<file path="config.mk">
export PLATFORM = sky130hd
export DESIGN_NAME = ram_arbiter_flat
export DESIGN_NICKNAME = d
export VERILOG_FILES = /design/src/rtl/ram_arbiter_if.sv /design/src/rtl/ram_arbiter.sv /design/src/flat_wrapper.sv
export SDC_FILE = /design/constraint.sdc
export NUM_CORES = 1
export LEC_CHECK = 0
export BUFFER_PORTS_ARGS = -buffer_cell sky130_fd_sc_hd__buf_4
export CORE_AREA = 2 2 175 177
export CTS_BUF_LIST = sky130_fd_sc_hd__clkbuf_8
export CTS_CLUSTER_SIZE = 16
export DETAILED_ROUTE_END_ITERATION = 6
export DIE_AREA = 0 0 177 179
export GPL_ROUTABILITY_DRIVEN = 0
export GPL_TIMING_DRIVEN = 0
export PLACE_DENSITY_LB_ADDON = 0.1
export RECOVER_POWER = 25
export SETUP_SLACK_MARGIN = 0.5
export SYNTH_ARGS = -nofsm -noshare
export SYNTH_HDL_FRONTEND = slang
export SYNTH_SLANG_ARGS = --single-unit
</file>
<file path="constraint.sdc">
create_clock -name clk -period 12.36 [get_ports clk]
set_clock_uncertainty 0.1 [all_clocks]
set_input_delay 2.472 -clock clk [delete_from_list [all_inputs] [get_ports clk]]
set_output_delay 2.472 -clock clk [all_outputs]
set_load 0.02 [all_outputs]
</file>
<file path="src/rtl/ram_arbiter_if.sv">
`timescale 1ns/1ps
// Agent-side request/grant/return bundle for ram_arbiter: two agents (A and B),
// each with one request channel and one read-data return channel.
interface ram_arbiter_if #(
  parameter int DATA_WIDTH = 64,
  parameter int ADDR_WIDTH = 12
);
  logic                  req_a;
  logic                  req_b;
  logic                  we_a;
  logic                  we_b;
  logic [ADDR_WIDTH-1:0] addr_a;
  logic [ADDR_WIDTH-1:0] addr_b;
  logic [DATA_WIDTH-1:0] wdata_a;
  logic [DATA_WIDTH-1:0] wdata_b;
  logic                  gnt_a;
  logic                  gnt_b;
  logic                  rvalid_a;
  logic                  rvalid_b;
  logic [DATA_WIDTH-1:0] rdata_a;
  logic [DATA_WIDTH-1:0] rdata_b;

  modport master (
    output req_a, req_b, we_a, we_b, addr_a, addr_b, wdata_a, wdata_b,
    input  gnt_a, gnt_b, rvalid_a, rvalid_b, rdata_a, rdata_b
  );

  modport slave (
    input  req_a, req_b, we_a, we_b, addr_a, addr_b, wdata_a, wdata_b,
    output gnt_a, gnt_b, rvalid_a, rvalid_b, rdata_a, rdata_b
  );
endinterface

</file>
<file path="src/rtl/ram_arbiter.sv">
`timescale 1ns/1ps
// Two-agent arbiter for a dual-port RAM: independent round-robin write and read
// arbitration, read-after-write stall, and tagged routing of read data back to the issuer.
module ram_arbiter #(
  parameter int DATA_WIDTH = 64,
  parameter int ADDR_WIDTH = 12,
  parameter int RD_LAT     = 1
) (
  input  logic                  clk,
  input  logic                  rst,
  ram_arbiter_if.slave          bus,
  output logic                  ram_write,
  output logic [ADDR_WIDTH-1:0] ram_wr_address,
  output logic [DATA_WIDTH-1:0] ram_data_in,
  output logic                  ram_read,
  output logic [ADDR_WIDTH-1:0] ram_rd_address,
  input  logic [DATA_WIDTH-1:0] ram_data_out
);
  typedef enum logic {AGENT_A = 1'b0, AGENT_B = 1'b1} agent_t;

  agent_t                wptr;
  agent_t                rptr;
  logic                  wcand_a, wcand_b, rcand_a, rcand_b;
  logic                  wgnt_a, wgnt_b, rsel_a, rsel_b, rgnt_a, rgnt_b;
  logic                  wfire, rfire, hazard;
  logic [ADDR_WIDTH-1:0] waddr;
  logic [ADDR_WIDTH-1:0] raddr;
  logic [DATA_WIDTH-1:0] wdata;
  logic                  rd_id;
  logic [RD_LAT:0]       tag_valid;
  logic [RD_LAT:0]       tag_id;
  logic                  ret_valid_a, ret_valid_b;
  logic [DATA_WIDTH-1:0] ret_data_a, ret_data_b;

  always_comb begin
    wcand_a = bus.req_a & bus.we_a;
    wcand_b = bus.req_b & bus.we_b;
    rcand_a = bus.req_a & ~bus.we_a;
    rcand_b = bus.req_b & ~bus.we_b;
    wgnt_a  = wcand_a & (~wcand_b | (wptr == AGENT_A));
    wgnt_b  = wcand_b & (~wcand_a | (wptr == AGENT_B));
    rsel_a  = rcand_a & (~rcand_b | (rptr == AGENT_A));
    rsel_b  = rcand_b & (~rcand_a | (rptr == AGENT_B));
    wfire   = wgnt_a | wgnt_b;
    waddr   = wgnt_b ? bus.addr_b  : bus.addr_a;
    wdata   = wgnt_b ? bus.wdata_b : bus.wdata_a;
    raddr   = rsel_b ? bus.addr_b  : bus.addr_a;
    // A read hitting the word being written this cycle waits one cycle so it sees the new data
    hazard  = wfire & (rsel_a | rsel_b) & (waddr == raddr);
    rgnt_a  = rsel_a & ~hazard;
    rgnt_b  = rsel_b & ~hazard;
    rfire   = rgnt_a | rgnt_b;
  end

  assign bus.gnt_a    = ~rst & (wgnt_a | rgnt_a);
  assign bus.gnt_b    = ~rst & (wgnt_b | rgnt_b);
  assign bus.rvalid_a = ret_valid_a;
  assign bus.rvalid_b = ret_valid_b;
  assign bus.rdata_a  = ret_data_a;
  assign bus.rdata_b  = ret_data_b;

  always_ff @(posedge clk or posedge rst) begin
    if (rst) begin
      wptr           <= AGENT_A;
      rptr           <= AGENT_A;
      ram_write      <= 1'b0;
      ram_wr_address <= '0;
      ram_data_in    <= '0;
      ram_read       <= 1'b0;
      ram_rd_address <= '0;
      rd_id          <= 1'b0;
    end else begin
      ram_write <= wfire;
      ram_read  <= rfire;
      rd_id     <= rgnt_b;
      if (wfire) begin
        wptr           <= wgnt_a ? AGENT_B : AGENT_A;
        ram_wr_address <= waddr;
        ram_data_in    <= wdata;
      end
      if (rfire) begin
        rptr           <= rgnt_a ? AGENT_B : AGENT_A;
        ram_rd_address <= raddr;
      end
    end
  end

  // Tag stage 0 follows the RAM read command; the last stage lines up with valid RAM data
  always_ff @(posedge clk or posedge rst) begin
    if (rst) begin
      tag_valid[0] <= 1'b0;
      tag_id[0]    <= 1'b0;
    end else begin
      tag_valid[0] <= ram_read;
      tag_id[0]    <= rd_id;
    end
  end

  for (genvar gi = 1; gi <= RD_LAT; gi++) begin : g_tag
    always_ff @(posedge clk or posedge rst) begin
      if (rst) begin
        tag_valid[gi] <= 1'b0;
        tag_id[gi]    <= 1'b0;
      end else begin
        tag_valid[gi] <= tag_valid[gi-1];
        tag_id[gi]    <= tag_id[gi-1];
      end
    end
  end

  always_ff @(posedge clk or posedge rst) begin
    if (rst) begin
      ret_valid_a <= 1'b0;
      ret_valid_b <= 1'b0;
      ret_data_a  <= '0;
      ret_data_b  <= '0;
    end else begin
      ret_valid_a <= tag_valid[RD_LAT] & ~tag_id[RD_LAT];
      ret_valid_b <= tag_valid[RD_LAT] &  tag_id[RD_LAT];
      if (tag_valid[RD_LAT] & ~tag_id[RD_LAT]) ret_data_a <= ram_data_out;
      if (tag_valid[RD_LAT] &  tag_id[RD_LAT]) ret_data_b <= ram_data_out;
    end
  end
endmodule

</file>
<file path="src/flat_wrapper.sv">
// flat-port wrapper written by rule: the top's interface ports become plain ports
module ram_arbiter_flat 
#(
  parameter int DATA_WIDTH = 64,
  parameter int ADDR_WIDTH = 12,
  parameter int RD_LAT     = 1
)
  (clk, rst, ram_write, ram_wr_address, ram_data_in, ram_read, ram_rd_address, ram_data_out, bus_req_a, bus_req_b, bus_we_a, bus_we_b, bus_addr_a, bus_addr_b, bus_wdata_a, bus_wdata_b, bus_gnt_a, bus_gnt_b, bus_rvalid_a, bus_rvalid_b, bus_rdata_a, bus_rdata_b);
  ram_arbiter_if #(.DATA_WIDTH(DATA_WIDTH), .ADDR_WIDTH(ADDR_WIDTH)) bus_i ();
  input  logic clk;
  input  logic rst;
  output logic ram_write;
  output logic [ADDR_WIDTH-1:0] ram_wr_address;
  output logic [DATA_WIDTH-1:0] ram_data_in;
  output logic ram_read;
  output logic [ADDR_WIDTH-1:0] ram_rd_address;
  input  logic [DATA_WIDTH-1:0] ram_data_out;
  input wire logic [$bits(bus_i.req_a)-1:0] bus_req_a;
  input wire logic [$bits(bus_i.req_b)-1:0] bus_req_b;
  input wire logic [$bits(bus_i.we_a)-1:0] bus_we_a;
  input wire logic [$bits(bus_i.we_b)-1:0] bus_we_b;
  input wire logic [$bits(bus_i.addr_a)-1:0] bus_addr_a;
  input wire logic [$bits(bus_i.addr_b)-1:0] bus_addr_b;
  input wire logic [$bits(bus_i.wdata_a)-1:0] bus_wdata_a;
  input wire logic [$bits(bus_i.wdata_b)-1:0] bus_wdata_b;
  output wire logic [$bits(bus_i.gnt_a)-1:0] bus_gnt_a;
  output wire logic [$bits(bus_i.gnt_b)-1:0] bus_gnt_b;
  output wire logic [$bits(bus_i.rvalid_a)-1:0] bus_rvalid_a;
  output wire logic [$bits(bus_i.rvalid_b)-1:0] bus_rvalid_b;
  output wire logic [$bits(bus_i.rdata_a)-1:0] bus_rdata_a;
  output wire logic [$bits(bus_i.rdata_b)-1:0] bus_rdata_b;
  assign bus_i.req_a = bus_req_a;
  assign bus_i.req_b = bus_req_b;
  assign bus_i.we_a = bus_we_a;
  assign bus_i.we_b = bus_we_b;
  assign bus_i.addr_a = bus_addr_a;
  assign bus_i.addr_b = bus_addr_b;
  assign bus_i.wdata_a = bus_wdata_a;
  assign bus_i.wdata_b = bus_wdata_b;
  assign bus_gnt_a = bus_i.gnt_a;
  assign bus_gnt_b = bus_i.gnt_b;
  assign bus_rvalid_a = bus_i.rvalid_a;
  assign bus_rvalid_b = bus_i.rvalid_b;
  assign bus_rdata_a = bus_i.rdata_a;
  assign bus_rdata_b = bus_i.rdata_b;
  ram_arbiter #(.DATA_WIDTH(DATA_WIDTH), .ADDR_WIDTH(ADDR_WIDTH), .RD_LAT(RD_LAT)) u_core (.clk(clk), .rst(rst), .bus(bus_i), .ram_write(ram_write), .ram_wr_address(ram_wr_address), .ram_data_in(ram_data_in), .ram_read(ram_read), .ram_rd_address(ram_rd_address), .ram_data_out(ram_data_out));
endmodule
</file>
## After elaboration in Yosys (flattened, before gate mapping)

Cells that the tools add are included.

- Eq/ne operators: 1
- Mux-type cells: 5
- Bitwise logic cells: 36

Operator list:

| kind | number |
|---|---|
| 64-bit 2-to-1 mux | 1 |
| 12-bit 2-to-1 mux | 2 |
| 1-bit bitwise AND | 16 |
| 12-bit == test | 1 |
| 1-bit inverter | 11 |
| 1-bit bitwise OR | 9 |
| 1-bit 2-to-1 mux | 2 |

- Register bits after elaboration: 227
- Output and inout port bits: 222

## Depth between registers and ports, before layout

- Depth after elaboration: 12
- Mapped depth: 7
- Depth with buffers taken out: 5

## Worst setup path after synthesis

Ideal clock, no wire load.

- Path type: in2out
- Start point: in rst
- End point: out bus_gnt_a
- Data arrival time: 8.043 ns
- Required time: 9.788 ns
- Path slack: 1.745 ns
- Stages: 3
- Cells stage by stage: inv_1 -> nand4b_1 -> o21ai_0

- Longest elaborated chain between the ends: 2

RTL lines:

| item | RTL line | source |
|---|---|---|
| from (decl) | flat_wrapper.sv:11 | `input logic rst;` |
| 1-bit inverter | ram_arbiter.sv:55 | `assign bus.gnt_a = ~rst & (wgnt_a \| rgnt_a);` |
| 1-bit bitwise AND | ram_arbiter.sv:55 |  |
| to (decl) | flat_wrapper.sv:26 | `output wire logic [$bits(bus_i.gnt_a)-1:0] bus_gnt_a;` |

Every way passes these cells.

## Final worst setup path

Same ends and word-level chain as after synthesis.

==> flow_summary.ini <==
[timing]
setup_viol = 0
drv_slew = 42
hold_viol_final = 0
slew_headroom = -0.362
timing.final.crit_share = 0.655
worst_pin_slew_ns = 2.03
min_period_ns = 8.10
timing.final.ws_setup_ns = 4.26
rsz0062_at_grt = false
fmax_ghz = 0.123

[setup_path]
worstPathRequired_ns = 9.79
reg2reg_slack_ns = 9.97
crit_arrival_ns = 5.53
slowest_stage = clkinvlp_2
crit_buf_inv = 4
crit_fanout = 109
crit_type = in -> out
crit_path_max_incr_delay_ns = 1.54
cp-end-kind = output port
critPathTopFamily = buffers and inverters
start_kind = input port
cp_cell_sequence = clkbuf_1, clkinvlp_2, buf_16, nand4b_1, o21ai_0, buf_4

[clock_network]
htreeDepth = 2
path_clk_slew_ns = 0.06
cts_hold_buffers = 0
clk_path_buf_depth = 3
numClockSinks = 227
cts_buffers = 42
cts.repair.resized = 0
root_buffer = clkbuf_8
clock_latency_ns = 0.53
cts_setup_buffers = 0
cts_tree = yes

[synthesis]
netlist.area_leader.share = 0.614
synthAdderAreaFrac = 0
async_flop_share = 1.00
synth-simple-area-share = 0.0971
avgSynthCellArea_um2 = 12.5
ys.flop_type = dfrtp_1
synth_nets = 960
synth_cell_types = 38
syn-cell-area_um2 = 9260
synth-seq-area-share = 0.614
synthTopCellsByArea = dfrtp_1, mux2_2, nand2_1, a22oi_1, clkbuf_1
ys.warnings.count = 0
synth_top_family_by_area = multiplexers
synthXorXnorAreaFrac = 0.00757
synthMuxAreaShare = 0.187
ys_seq_elements = 227
syn_inst = 738
synth_edf_count = 0
synth_compound_area_frac = 0.0738
synth_area_leader_cell = dfrtp_1

[global_routing]
track_usage = 0.183
grt-ovfl-total = 0
grt_max_degree = 110
grt_pass1_vias = 7603
grt_first_pass_wirelength_um = 44600
antenna_found_initial = 0

[pwr]
cellLeakagePower_nw = 6.85
power_mw = 2.42
power_density_nw_per_um2 = 173
peakVddDrop_v = 0.0000721

[drt]
postRouteWirelength_um = 30300
antenna_left = 0
first_pass_iters = 4
maxUsedRoutingLayer = met4
wl_met2_um = 15600
met1_length_um = 11300
vias_per_cell = 4.55
drc = 0
dr_total_vias = 7538
wl_met3_um = 2970
drt_iter0_markers = 227
avgRoutedWirePerCell_um = 18.3

[status]
violations = max-capacitance violations, max-slew violations
status = finished with violations

[die]
num_rows = 64
io_pins = 444
dieArea_um2 = 31700
design.core.area_um2 = 30000
die_x_um = 177
start_util = 0.308
dieHeight_um = 179

[placed_design]
port_buffers = 441
place_ws_ns = 5.14
hpwl_um = 23300

[cells_and_area]
drive_gt1_frac = 0.515
nets = 1447
syn_to_final_growth_pct = 50.8
diodes = 0

[min_path]
hold_path_class = reg -> reg

[flow_run]
cap_violations = 1
==> Yosys cell counts (2+ instances only) <==
cell type    n
nor2_1       4
nand4_1      2
clkbuf_1    36
and2b_1      5
mux2_2     131
xnor2_1      4
nor2b_1      6
nor4_1       3
nand2_1    183
mux2_4       9
o21ai_0     13
dfrtp_1    227
a21oi_1      3
mux2i_1     12
buf_6        2
inv_1        4
buf_1        2
nor4b_1      2
and2_1       2
o22ai_1      3
xor2_1       4
nand2b_1     2
a22oi_1     64
==> cells in the final DEF (no fill, tap or decap), types with 2 or more instances in the layout <==
cell	instances
mux2_4	9
clkbuf_8	54
nor4b_1	2
and2_1	2
nor2_1	4
xor2_1	4
nand4_1	2
nor2b_1	6
o21ai_0	13
xnor2_1	4
nand2b_1	2
nand2_1	183
buf_6	2
inv_6	2
buf_16	2
mux2i_1	12
nor4_1	3
clkinv_2	7
a21oi_1	3
o22ai_1	3
buf_4	379
dfrtp_1	227
a22oi_1	64
and2b_1	5
buf_1	2
mux2_2	131
clkbuf_1	46
clkbuf_4	53
inv_1	17
==> report_power, final <==
group / internal (mW) / switching, mW
Clock: 0.416 / 0.317
Sequential: 0.887 / 0.0777
Combinational: 0.341 / 0.381
==> metal layers <==
layer	vias up	track usage
li1	3539	-
met1	3639	0.206
met2	324	0.328
met3	36	0.0689
met4	0	0.0434
met5	-	0
==> logic make-up (layout without fill, tap and decap cells) <==
| family | count (synthesis) | after routing |
|---|---|---|
| multiplexers | 152 | 152 |
| flip-flops | 227 | 227 |
| buffers and inverters | 46 | 567 |
| AO/OA/AOI/OAI | 92 | 92 |
| AND/OR/NAND/NOR | 213 | 213 |
| XOR/XNOR | 8 | 8 |
==> final timing paths <==
| path | cells after the start | startpoint | to |
|---|---|---|---|
| setup reg to reg | 6 | u_core.rptr | u_core.ram_rd_address[6] |
| max in group asynchronous | 4 | rst | u_core.bus.rdata_b[47] |
| min in group asynchronous | 2 | rst | u_core.ram_rd_address[10] |
| hold reg to reg | 0 | u_core.tag_id[0] | u_core.tag_id[1] |
| setup / recovery | 6 | rst | bus_gnt_a |
| hold / removal | 0 | u_core.tag_id[0] | u_core.tag_id[1] |
==> layout make-up <==
class | count | area (µm²)
Fill cell | 2940 | 16100
Multi-Input combinational cell | 465 | 3380
Clock inverter | 24 | 135
Clock buffer | 54 | 743
Sequential cell | 227 | 5680
Inverter | 4 | 16.3
Buffer | 42 | 178
Timing Repair Buffer | 443 | 3330
Tap cell | 396 | 495
==> state kept, by name, summed over array words and instances (netlist names), 2 cells and up <==
register	flops
u_core.bus.rdata_a	64
u_core.bus.rdata_b	64
u_core.ram_data_in	64
u_core.ram_rd_address	12
u_core.ram_wr_address	12
u_core.tag_id	2
u_core.tag_valid	2
==> per-stage QoR <==
step | hold slack (ns) | instances | instance area [µm²] | util | TNS [ns]
after floorplan | 0.231 | 738 | 9260 | - | 0
after global placement | 0.234 | 1575 | 13100 | 0.435 | -1.12
after detailed placement | 0.239 | 1577 | 13100 | 0.437 | 0
after CTS | 0.253 | 1655 | 14000 | 0.466 | 0
after global routing | 0.258 | 1655 | 14000 | 0.465 | 0
final | 0.249 | 1655 | 14000 | 0.465 | 0
No activity file was read; power rests on OpenSTA's default activity.
